===== src/rtl/cnn_pkg.sv =====
// Shared types and helpers for the conv operand feeder.
package cnn_pkg;

  localparam int unsigned CNT_W = 32;

  // Default layer geometry.
  localparam int unsigned DEF_DATA_WIDTH  = 16;
  localparam int unsigned DEF_KERNEL_SIZE = 3;
  localparam int unsigned DEF_FM_WIDTH    = 1024;
  localparam int unsigned DEF_FM_HEIGHT   = 1024;
  localparam int unsigned DEF_CIN         = 64;
  localparam int unsigned DEF_COUT        = 64;
  localparam int unsigned DEF_ADDR_WIDTH  = 20;

  // Loop nest position, outer (x) to inner (k_v).
  typedef struct packed {
    logic [CNT_W-1:0] x;
    logic [CNT_W-1:0] y;
    logic [CNT_W-1:0] ch_in;
    logic [CNT_W-1:0] ch_out;
    logic [CNT_W-1:0] k_v;
  } loop_idx_t;

  typedef enum logic [1:0] {
    ST_IDLE   = 2'd0,
    ST_STREAM = 2'd1,
    ST_DRAIN  = 2'd2
  } feeder_state_t;

  // Next value of a loop counter that wraps to 0 at its limit.
  function automatic logic [CNT_W-1:0] wrap_inc(input logic [CNT_W-1:0] v,
                                                input logic [CNT_W-1:0] lim);
    return (v >= lim - 32'd1) ? '0 : v + 32'd1;
  endfunction

  // True when the counter sits on its last value.
  function automatic logic is_last(input logic [CNT_W-1:0] v,
                                   input logic [CNT_W-1:0] lim);
    return (v >= lim - 32'd1);
  endfunction

endpackage


===== src/rtl/skid_fifo2.sv =====
// Two-entry valid/ready FIFO; head entry drives the output.
module skid_fifo2 #(
  parameter int unsigned WIDTH = 32
) (
  input  logic             clk,
  input  logic             arst_n_in,
  input  logic             push_valid,
  input  logic [WIDTH-1:0] push_data,
  output logic             pop_valid,
  output logic [WIDTH-1:0] pop_data,
  input  logic             pop_ready,
  output logic [1:0]       count
);

  logic [1:0][WIDTH-1:0] slot;
  logic                  push;
  logic                  pop;

  // A push while full is only taken if the head leaves in the same cycle.
  always_comb begin
    pop  = pop_ready && (count != 2'd0);
    push = push_valid && ((count != 2'd2) || pop);
  end

  assign pop_valid = (count != 2'd0);
  assign pop_data  = slot[0];

  // Storage and occupancy; slot[0] is always the head.
  always_ff @(posedge clk or negedge arst_n_in) begin
    if (!arst_n_in) begin
      slot  <= '0;
      count <= 2'd0;
    end else begin
      case ({push, pop})
        2'b10: begin
          if (count == 2'd0) slot[0] <= push_data;
          else               slot[1] <= push_data;
          count <= count + 2'd1;
        end
        2'b01: begin
          slot[0] <= slot[1];
          count   <= count - 2'd1;
        end
        2'b11: begin
          if (count == 2'd1) begin
            slot[0] <= push_data;
          end else begin
            slot[0] <= slot[1];
            slot[1] <= push_data;
          end
        end
        default: ;
      endcase
    end
  end

endmodule


===== src/rtl/ab_stream_feeder.sv =====
// Streams activation/kernel row pairs for one conv layer pass, with vertical
// zero padding and a 2-deep buffer to absorb downstream backpressure.
module ab_stream_feeder
  import cnn_pkg::*;
#(
  parameter int unsigned DATA_WIDTH         = DEF_DATA_WIDTH,
  parameter int unsigned KERNEL_SIZE        = DEF_KERNEL_SIZE,
  parameter int unsigned FEATURE_MAP_WIDTH  = DEF_FM_WIDTH,
  parameter int unsigned FEATURE_MAP_HEIGHT = DEF_FM_HEIGHT,
  parameter int unsigned INPUT_NB_CHANNELS  = DEF_CIN,
  parameter int unsigned OUTPUT_NB_CHANNELS = DEF_COUT,
  parameter int unsigned ADDR_WIDTH         = DEF_ADDR_WIDTH
) (
  input  logic                              clk,
  input  logic                              arst_n_in,
  input  logic                              start,
  output logic                              busy,
  output logic                              done,
  output logic                              act_mem_re,
  output logic [ADDR_WIDTH-1:0]             act_mem_addr,
  input  logic [KERNEL_SIZE*DATA_WIDTH-1:0] act_mem_rdata,
  output logic                              wgt_mem_re,
  output logic [ADDR_WIDTH-1:0]             wgt_mem_addr,
  input  logic [KERNEL_SIZE*DATA_WIDTH-1:0] wgt_mem_rdata,
  output logic                              a_valid,
  output logic                              b_valid,
  input  logic                              a_ready,
  input  logic                              b_ready,
  output logic [KERNEL_SIZE*DATA_WIDTH-1:0] a_data,
  output logic [KERNEL_SIZE*DATA_WIDTH-1:0] b_data
);

  localparam int unsigned WORD_W = KERNEL_SIZE * DATA_WIDTH;

  localparam logic [CNT_W-1:0] W_L    = CNT_W'(FEATURE_MAP_WIDTH);
  localparam logic [CNT_W-1:0] H_L    = CNT_W'(FEATURE_MAP_HEIGHT);
  localparam logic [CNT_W-1:0] CIN_L  = CNT_W'(INPUT_NB_CHANNELS);
  localparam logic [CNT_W-1:0] COUT_L = CNT_W'(OUTPUT_NB_CHANNELS);
  localparam logic [CNT_W-1:0] K_L    = CNT_W'(KERNEL_SIZE);

  localparam logic signed [CNT_W+1:0] ROW_MAX = (CNT_W+2)'(FEATURE_MAP_HEIGHT) - 34'sd1;

  feeder_state_t state, state_nxt;
  loop_idx_t     idx, idx_nxt;

  logic              issue;
  logic              last_idx;
  logic              row_pad;
  logic signed [CNT_W+1:0] row;
  logic              xfer;
  logic              rd_vld_q;   // a read pair is on the memory buses this cycle
  logic              rd_pad_q;   // that read belongs to a padded row
  logic [1:0]        fifo_cnt;
  logic [2:0]        outstanding;
  logic              fifo_vld;
  logic [2*WORD_W-1:0] fifo_push_data;
  logic [2*WORD_W-1:0] fifo_pop_data;

  assign xfer = fifo_vld && a_ready && b_ready;

  // Slots already committed once this cycle's transfer (if any) is credited.
  assign outstanding = 3'(fifo_cnt) + 3'(rd_vld_q) - 3'(xfer);

  // State register.
  always_ff @(posedge clk or negedge arst_n_in) begin
    if (!arst_n_in) state <= ST_IDLE;
    else            state <= state_nxt;
  end

  // Next-state: stream until the last pair is issued, then drain the buffer.
  always_comb begin
    state_nxt = state;
    case (state)
      ST_IDLE:   if (start) state_nxt = ST_STREAM;
      ST_STREAM: if (issue && last_idx) state_nxt = ST_DRAIN;
      ST_DRAIN:  if (!rd_vld_q && ((fifo_cnt == 2'd0) || ((fifo_cnt == 2'd1) && xfer)))
                   state_nxt = ST_IDLE;
      default:   state_nxt = ST_IDLE;
    endcase
  end

  // FSM outputs: issue gating and the end-of-pass pulse.
  always_comb begin
    busy  = (state != ST_IDLE);
    issue = (state == ST_STREAM) && (outstanding < 3'd2);
    done  = (state == ST_DRAIN) && !rd_vld_q && (fifo_cnt == 2'd1) && xfer;
  end

  // Loop-nest successor; k_v is innermost, x outermost.
  always_comb begin
    idx_nxt     = idx;
    idx_nxt.k_v = wrap_inc(idx.k_v, K_L);
    if (is_last(idx.k_v, K_L)) begin
      idx_nxt.ch_out = wrap_inc(idx.ch_out, COUT_L);
      if (is_last(idx.ch_out, COUT_L)) begin
        idx_nxt.ch_in = wrap_inc(idx.ch_in, CIN_L);
        if (is_last(idx.ch_in, CIN_L)) begin
          idx_nxt.y = wrap_inc(idx.y, H_L);
          if (is_last(idx.y, H_L)) idx_nxt.x = wrap_inc(idx.x, W_L);
        end
      end
    end
    last_idx = is_last(idx.k_v, K_L) && is_last(idx.ch_out, COUT_L) &&
               is_last(idx.ch_in, CIN_L) && is_last(idx.y, H_L) && is_last(idx.x, W_L);
  end

  // Loop counters move only when a read pair is issued.
  always_ff @(posedge clk or negedge arst_n_in) begin
    if (!arst_n_in)                      idx <= '0;
    else if ((state == ST_IDLE) && start) idx <= '0;
    else if (issue)                      idx <= idx_nxt;
  end

  // Activation row for the current tap; outside the map it is zero padding.
  always_comb begin
    row     = $signed({2'b00, idx.y}) + $signed({2'b00, idx.k_v}) - 34'sd1;
    row_pad = (row < 34'sd0) || (row > ROW_MAX);
  end

  // Read requests; addresses idle at 0 when no read is made.
  always_comb begin
    act_mem_re   = issue && !row_pad;
    wgt_mem_re   = issue;
    act_mem_addr = act_mem_re
                 ? ADDR_WIDTH'((row[CNT_W-1:0] * W_L + idx.x) * CIN_L + idx.ch_in)
                 : '0;
    wgt_mem_addr = wgt_mem_re
                 ? ADDR_WIDTH'((idx.ch_out * CIN_L + idx.ch_in) * K_L + idx.k_v)
                 : '0;
  end

  // Track the one-cycle memory latency; reset drops any read in flight.
  always_ff @(posedge clk or negedge arst_n_in) begin
    if (!arst_n_in) begin
      rd_vld_q <= 1'b0;
      rd_pad_q <= 1'b0;
    end else begin
      rd_vld_q <= issue;
      rd_pad_q <= issue && row_pad;
    end
  end

  // Padded rows replace the (unread) activation bus with zeros.
  always_comb begin
    fifo_push_data = {wgt_mem_rdata, rd_pad_q ? {WORD_W{1'b0}} : act_mem_rdata};
  end

  skid_fifo2 #(.WIDTH(2*WORD_W)) u_fifo (
    .clk        (clk),
    .arst_n_in  (arst_n_in),
    .push_valid (rd_vld_q),
    .push_data  (fifo_push_data),
    .pop_valid  (fifo_vld),
    .pop_data   (fifo_pop_data),
    .pop_ready  (a_ready && b_ready),
    .count      (fifo_cnt)
  );

  assign a_valid = fifo_vld;
  assign b_valid = fifo_vld;
  assign a_data  = fifo_pop_data[WORD_W-1:0];
  assign b_data  = fifo_pop_data[2*WORD_W-1:WORD_W];

endmodule


===== config.mk =====
export PLATFORM = sky130hd
export DESIGN_NAME = ab_stream_feeder
export DESIGN_NICKNAME = d
export VERILOG_FILES = /design/src/rtl/cnn_pkg.sv /design/src/rtl/skid_fifo2.sv /design/src/rtl/ab_stream_feeder.sv
export SDC_FILE = /design/constraint.sdc
export NUM_CORES = 1
export LEC_CHECK = 0
export ABC_AREA = 0
export BUFFER_PORTS_ARGS = -buffer_cell sky130_fd_sc_hd__buf_2
export CAP_MARGIN = 10
export CORE_MARGIN = 2
export CORE_UTILIZATION = 45
export DETAILED_ROUTE_END_ITERATION = 8
export GPL_ROUTABILITY_DRIVEN = 0
export GPL_TIMING_DRIVEN = 0
export PLACE_DENSITY = 0.68
export SLEW_MARGIN = 10
export SYNTH_ARGS = -nofsm -noshare
export SYNTH_HDL_FRONTEND = slang
export SYNTH_SLANG_ARGS = --single-unit

===== constraint.sdc =====
create_clock -name clk -period 5 [get_ports clk]
set_input_delay 0.25 -clock clk [delete_from_list [all_inputs] [get_ports clk]]
set_output_delay 0.25 -clock clk [all_outputs]
set_load 0.03 [all_outputs]

==> impl_metrics.tcl, run 1 <==
set metrics [dict create \
    ys_seq_area_share_pct 41.0 \
    hold_path_depth 3 \
    vias_per_cell 5.52 \
    fin_crit_ps 5130 \
    maxSlewHeadroom_pct 19.8 \
    core_area_mm2 0.0478 \
    place_hpwl_um 45400 \
    rows 80 \
    start_kind "flip-flop" \
    nNetsFinal 3117 \
    r2r-end "idx[144]$_DFFE_PN0P_" \
    syn-cell-area_mm2 0.0218 \
    grt_start_max_net_pins 113 \
    end_kind "output port" \
    layout-drive-gt1-share_pct 21.6 \
    root_buffer "clkbuf_16" \
    cts.sinks 358 \
    crit_fanout 3 \
    finalNonFillerCells 3515 \
    die_area_mm2 0.0503 \
    yosys_warnings 0 \
    clk_latency_ps 570 \
    grt.overflow.total 0 \
    wl_um 61800 \
    post-route-period-util_pct 103 \
    antenna_found_initial 2 \
    crit_type "flip-flop to output port" \
    h-tree-depth 2 \
    hold_violations 0 \
    synth-seq-cells 358 \
    synth.distinct_cells 83 \
    async_reset_ff_share_pct 100 \
    tightest_slew_ps 1200 \
    peakVddDrop_mv 0.460 \
    clock_path_buffers 3 \
    violations "negative setup slack" \
    pin_count 243 \
    p_leak_nw 13.0 \
    grt_usage_pct 24.1 \
    io_buffers 242 \
    max_cap_violations 0 \
    synthToLayoutAreaGrowth_pct 22.1 \
    rsz0062_at_grt "true" \
    reg2reg_from "u_fifo.count[1]$_DFFE_PN0P_" \
    cellPowerDensity_mw_per_mm2 509 \
    postSynthAreaPerCell_um2 8.81 \
    maxSlewViolCount 0 \
    synthFlopType "dfrtp_1" \
    drt-initial-drc-count 1623 \
    grt_pass1_wl_um 98200 \
    critPathArrivalTime_ps 4880 \
    max_freq_mhz 195 \
    r2r_setup_slack_ps 320 \
    synth_cells 2479 \
    pre_cts_ws_ps -490 \
    yosys-top-cells-area "dfrtp_1 41%, ha_1 7.2%, nor2_1 5.9%, a21oi_1 5.3%, nand2_1 3.9%" \
    min_from "act_mem_rdata[7]" \
    first_global_vias 19002 \
    required_ps 4750 \
    drcViolationCount 0 \
    setup_violations 1 \
    synth_edf_count 0 \
    skew_ps 27.7 \
    r2r_cells 20 \
    final_core_utilization_pct 55.8 \
    yosysTopAreaCellShare_pct 41.0 \
    initial_utilization_pct 45.7 \
    holdPathEnd "u_fifo.slot[103]$_DFFE_PN0P_" \
    cts_tree "yes" \
    cts_inserted_buffers 40 \
    syn-num-nets 2729 \
    dieHeight_um 224 \
    num_vias 19415 \
    dieWidth_um 224 \
    postRouteAntennaNets 0 \
    hold_path.class "primary input to flip-flop" \
    outcome "complete, but fails checks" \
    worst_slack_ps -131 \
    placedCellCount 3339 \
    drtPass1Iterations 6 \
    path_clk_slew_ps 60 \
    yosysTopAreaCell "dfrtp_1" \
    post_drt_wl_per_cell_um 17.6 \
]
## metal layers
metal	wire length, um	track usage (%)	vias to the layer above
li1	-	-	9230
met1	26000	31.2	9387
met2	29600	40.6	655
met3	3550	3.34	143
met4	2590	9.81	0
met5	0	0	-
## kinds of logic (layout without fill, tap and decap cells)
family	after synthesis	after routing	synth area share, %
multiplexers	55	55	2.80
buffers and inverters	380	799	8.80
other	0	2	0
XOR/XNOR	66	66	2.71
flip-flops	358	358	41.0
AND/OR/NAND/NOR	921	921	20.2
adder cells (fa/ha/maj)	149	149	9.36
AO/OA/AOI/OAI	550	550	15.1
## worst max path at each step
stage	start	end	slack, ps	cells past startpoint
2_1_floorplan	idx[70]$_DFFE_PN0P_	wgt_mem_addr[19]	280	17
3_3_place_gp	arst_n_in	idx[151]$_DFFE_PN0P_	-3330	1
3_5_place_dp	idx[70]$_DFFE_PN0P_	wgt_mem_addr[19]	-490	18
4_1_cts	idx[70]$_DFFE_PN0P_	wgt_mem_addr[19]	-210	18
5_1_grt	idx[33]$_DFFE_PN0P_	wgt_mem_addr[19]	-310	19
6_report	idx[70]$_DFFE_PN0P_	wgt_mem_addr[19]	-130	20
## power breakdown
group	internal, mW	switching (mW)
combinational	2.50	3.87
sequential	3.73	0.490
clock	1.77	1.20
total	8.00	5.57
## stage by stage
stage	area (um^2)	total power [mW]	hold WS [ps]	setup TNS [ps]
after floorplan	21800	8.66	-45.6	0
after global placement	23800	10.2	463	-1180790
after detailed placement	23900	10.4	156	-579
after CTS	26300	13.5	0.302	-924
after global routing	26700	14.4	16.4	-462
final	26700	13.6	30.6	-131
## cell usage after synthesis, types with 54 or more instances
cell type	count
nand2_1	228
buf_4	104
nand3_1	54
a31oi_1	84
a21oi_1	232
inv_1	173
nor2_1	345
ha_1	125
nand2b_1	61
clkbuf_1	77
dfrtp_1	358
o21ai_0	100
## final cells by class
class | instances | area (um^2)
Antenna cell | 2 | 5.00
Clock buffer | 56 | 1150
Buffer | 207 | 1290
Clock inverter | 17 | 170
Multi-Input combinational cell | 1741 | 11300
Fill cell | 4228 | 21200
Sequential cell | 358 | 8970
Inverter | 173 | 649
Tap cell | 615 | 769
Timing Repair Buffer | 346 | 2330
## critical path, cell delays in order, from the launching register on
cell,delay [ps]
dfrtp_2,440
ha_4,180
fa_2,350
a211o_1,290
a21oi_2,190
o21ai_2,100
a41o_1,220
nor2_2,130
xnor2_2,150
inv_1,80
fa_1,510
inv_1,70
ha_4,250
nor2_4,110
nor2_1,70
a31o_2,260
a21oi_2,120
xnor3_1,270
xnor2_2,270
nor2_1,70
buf_4,190
## cells in the final DEF (no fill, tap or decap), drive strengths merged, types with 14 or more instances in the layout
cell,count
a211oi,14
ha,125
inv,175
and2,17
buf,393
nand3,54
clkbuf,136
nand4,35
nand2,230
fa,24
nor4,41
a31oi,84
mux2,48
nor2,347
and3,38
nand2b,61
o21ai,109
dlygate4sd3,79
a21oi,239
xnor2,42
nor3,53
a21o,22
dfrtp,358
xor2,23
## flip-flops by register name, indices dropped and copies added, names as in the netlist
signal / count
idx: 160
rd_pad_q: 1
rd_vld_q: 1
state: 2
u_fifo.count: 2
u_fifo.pop_data: 96
u_fifo.slot: 96
## what timing repair did
action,4_1_cts,5_1_grt
buffers inserted,9,13
gates resized for setup,39,71
cloned,0,1
endpoints found under the hold margin,173,0
hold buffers,79,0
pin swaps,19,26
setup endpoints to repair,27,57
No activity file was read; power rests on OpenSTA's default activity.
==> inputs of run 2 (changes only) <==
--- a/config.mk
+++ b/config.mk
@@ -9,12 +9,13 @@
 export BUFFER_PORTS_ARGS = -buffer_cell sky130_fd_sc_hd__buf_2
 export CAP_MARGIN = 10
 export CORE_MARGIN = 2
-export CORE_UTILIZATION = 45
+export CORE_UTILIZATION = 55
 export DETAILED_ROUTE_END_ITERATION = 8
 export GPL_ROUTABILITY_DRIVEN = 0
 export GPL_TIMING_DRIVEN = 0
-export PLACE_DENSITY = 0.68
+export PLACE_DENSITY = 0.79
 export SLEW_MARGIN = 10
 export SYNTH_ARGS = -nofsm -noshare
 export SYNTH_HDL_FRONTEND = slang
+export SYNTH_HIERARCHICAL = 1
 export SYNTH_SLANG_ARGS = --single-unit
==> run 2 against run 1 <==
  * The flow finishes with violations (design-rule violations)
  * Maximum frequency grew 2.7%
  * Clock-buffer cell count is 1 higher
  * Clock skew about the same
  * Sequential cell count did not move
  * Synthesized cell count down 0.44%
  * Largest power group unchanged
==> impl_metrics.tcl, run 2 <==
set metrics [dict create \
    max_cap_violations 0 \
    violations "design-rule violations" \
    yosys-top-cells-area "dfrtp_1 40%, ha_1 7.0%, a31oi_1 4.0%, nor2_1 3.7%, o21ai_0 3.6%" \
    cts_inserted_buffers 39 \
    core_area_mm2 0.0406 \
    root_buffer "clkbuf_16" \
    final_cell_area_mm2 0.0271 \
    outcome "complete, but fails checks" \
    cellPowerDensity_mw_per_mm2 523 \
    crit_type "flip-flop to output port" \
    postSynthAreaPerCell_um2 9.11 \
    yosysMostFrequentCell "dfrtp_1" \
    drcViolationCount 2 \
    num_vias 20644 \
    postRouteAntennaNets 0 \
    yosysTopAreaCell "dfrtp_1" \
    path_clk_slew_ps 60 \
    dieHeight_um 206 \
    setup_violations 0 \
    fillers 3014 \
    synth_cells 2468 \
    wl_um 64600 \
    largest-register "idx" \
    rows 74 \
    ys_seq_area_share_pct 39.8 \
    final_cell_mix "345 x dfrtp_1, 263 x buf_2, 214 x nor2_1" \
    clock_path_buffers 3 \
    synth-seq-cells 358 \
    syn-num-nets 2718 \
    pre_cts_ws_ps -848 \
    cts_tree "yes" \
    hold_path.class "primary input to flip-flop" \
    rsz0062_at_grt "true" \
    dieWidth_um 206 \
    vias_per_cell 6.05 \
    pin_count 243 \
    crit_fanout 4 \
    hold_violations 0 \
    start_kind "flip-flop" \
    synth.distinct_cells 82 \
    synth_edf_count 0 \
    post-route-period-util_pct 99.9 \
    peakVddDrop_mv 0.370 \
    io_buffers 242 \
    drtPass1Iterations 8 \
    p_leak_nw 12.8 \
    maxSlewViolCount 0 \
    nNetsFinal 3100 \
    placed_cell_area_mm2 0.0245 \
    initial_utilization_pct 55.3 \
    fin_crit_ps 5000 \
    yosysTopAreaCellShare_pct 39.8 \
    worst_slack_ps 4.53 \
    tightest_slew_ps 1050 \
    mostFrequentLayoutCell "dfrtp_1" \
    yosys_warnings 6 \
    yosys-top-cells-count "358 x dfrtp_1, 220 x nor2_1, 175 x inv_1, 162 x o21ai_0, 149 x nand3_1" \
    end_kind "output port" \
    largest_reg_flops 160 \
    drt-initial-drc-count 2316 \
    grt_start_max_net_pins 107 \
    first_global_vias 19961 \
    place_hpwl_um 45600 \
    die_area_mm2 0.0425 \
    post_drt_wl_per_cell_um 18.9 \
    critPathArrivalTime_ps 4750 \
    required_ps 4750 \
    layout-drive-gt1-share_pct 25.4 \
    skew_ps 27.7 \
    synthFlopType "dfrtp_1" \
    syn-cell-area_mm2 0.0225 \
    synthToLayoutAreaGrowth_pct 20.5 \
    maxSlewHeadroom_pct 29.9 \
    cts.sinks 358 \
    grt.overflow.total 0 \
    async_reset_ff_share_pct 100 \
    grt_pass1_wl_um 101000 \
    clk_latency_ps 560 \
    antenna_found_initial 3 \
    max_freq_mhz 200 \
    grt_usage_pct 29.6 \
    h-tree-depth 2 \
]
run 2: metal layers:
layer / vias to the layer above / share of wire (%) / track usage [%]
li1: 9453 / - / -
met1: 9882 / 39 / 37.5
met2: 1082 / 48 / 49.8
met3: 227 / 8.5 / 5.11
met4: 0 / 4.2 / 12.9
met5: - / 0 / 0
run 2: path summary, 6_finish.rpt:
path | start | end | slack, ps | cells past startpoint
min in group asynchronous | arst_n_in | u_fifo/pop_data[76]$_DFFE_PN0P_ | 230 | 2
min reg2reg | idx[105]$_DFFE_PN0P_ | idx[105]$_DFFE_PN0P_ | 500 | 1
max reg2reg | u_fifo/count[1]$_DFFE_PN0P_ | idx[127]$_DFFE_PN0P_ | 150 | 18
min | act_mem_rdata[25] | u_fifo/slot[121]$_DFFE_PN0P_ | 100 | 3
max | idx[32]$_DFFE_PN0P_ | wgt_mem_addr[19] | 5 | 19
max in group asynchronous | arst_n_in | idx[140]$_DFFE_PN0P_ | 3410 | 4
run 2: final cells by class:
cell class | count | area (um^2) | share of cell area [%]
multi-input combinational | 1707 | 11900 | 43.9
sequential | 358 | 8970 | 33.1
timing repair buffer | 345 | 2220 | 8.19
buffer | 223 | 1390 | 5.11
clock buffer | 57 | 1130 | 4.19
tap | 532 | 666 | 2.46
inverter | 176 | 663 | 2.45
clock inverter | 13 | 164 | 0.605
antenna | 3 | 7.51 | 0.0277
run 2: worst max-delay path, stage by stage, from the launching register on:
cell and delay, ps:
dfrtp_1 420, ha_4 180, fa_2 330, a211o_1 270, o211ai_1 110, nand2b_1 110, a21oi_2 210, xnor2_2 170
fa_1 510, ha_4 320, nand4_1 150, inv_2 120, nand3_2 80, or3_4 400, a31oi_4 180, a21o_1 140
a21oi_2 60, xnor2_2 140, nor2_1 120, buf_4 180
run 2: kinds of logic after synthesis:
group                    Yosys count  share of synthesized area, %
AO/OA/AOI/OAI                    547                          14.4
XOR/XNOR                          63                          2.45
flip-flops                       358                          39.8
multiplexers                     105                          5.89
AND/OR/NAND/NOR                  843                          19.3
buffers and inverters            403                          9.05
adder cells (fa/ha/maj)          149                          9.09
run 2: timing repair:
item / in CTS / in global routing
pin swaps: 15 / 37
resized for setup: 41 / 93
endpoints found under the hold margin: 150 / 0
buffers inserted: 13 / 37
hold buffers: 50 / 0
cloned: 0 / 0
setup endpoints to repair: 85 / 78
run 2: per-stage QoR:
stage	instances	utilization (%)	hold slack, ps	setup TNS (ps)	power, mW
after global routing	3413	66.7	105	-1200	15.0
after detailed placement	3245	60.2	224	-22260	10.8
after global placement	3242	60.0	468	-1083940	10.6
after CTS	3378	65.3	74.4	0	13.9
after floorplan	2468	-	-45.6	0	9.17
final	3414	66.7	96.2	0	14.2
run 2: where the power goes:
part	switching [mW]	internal, mW	total (mW)
clock	1.19	1.74	2.93
combinational	3.97	2.90	6.87
sequential	0.592	3.79	4.38
total	5.75	8.43	14.2
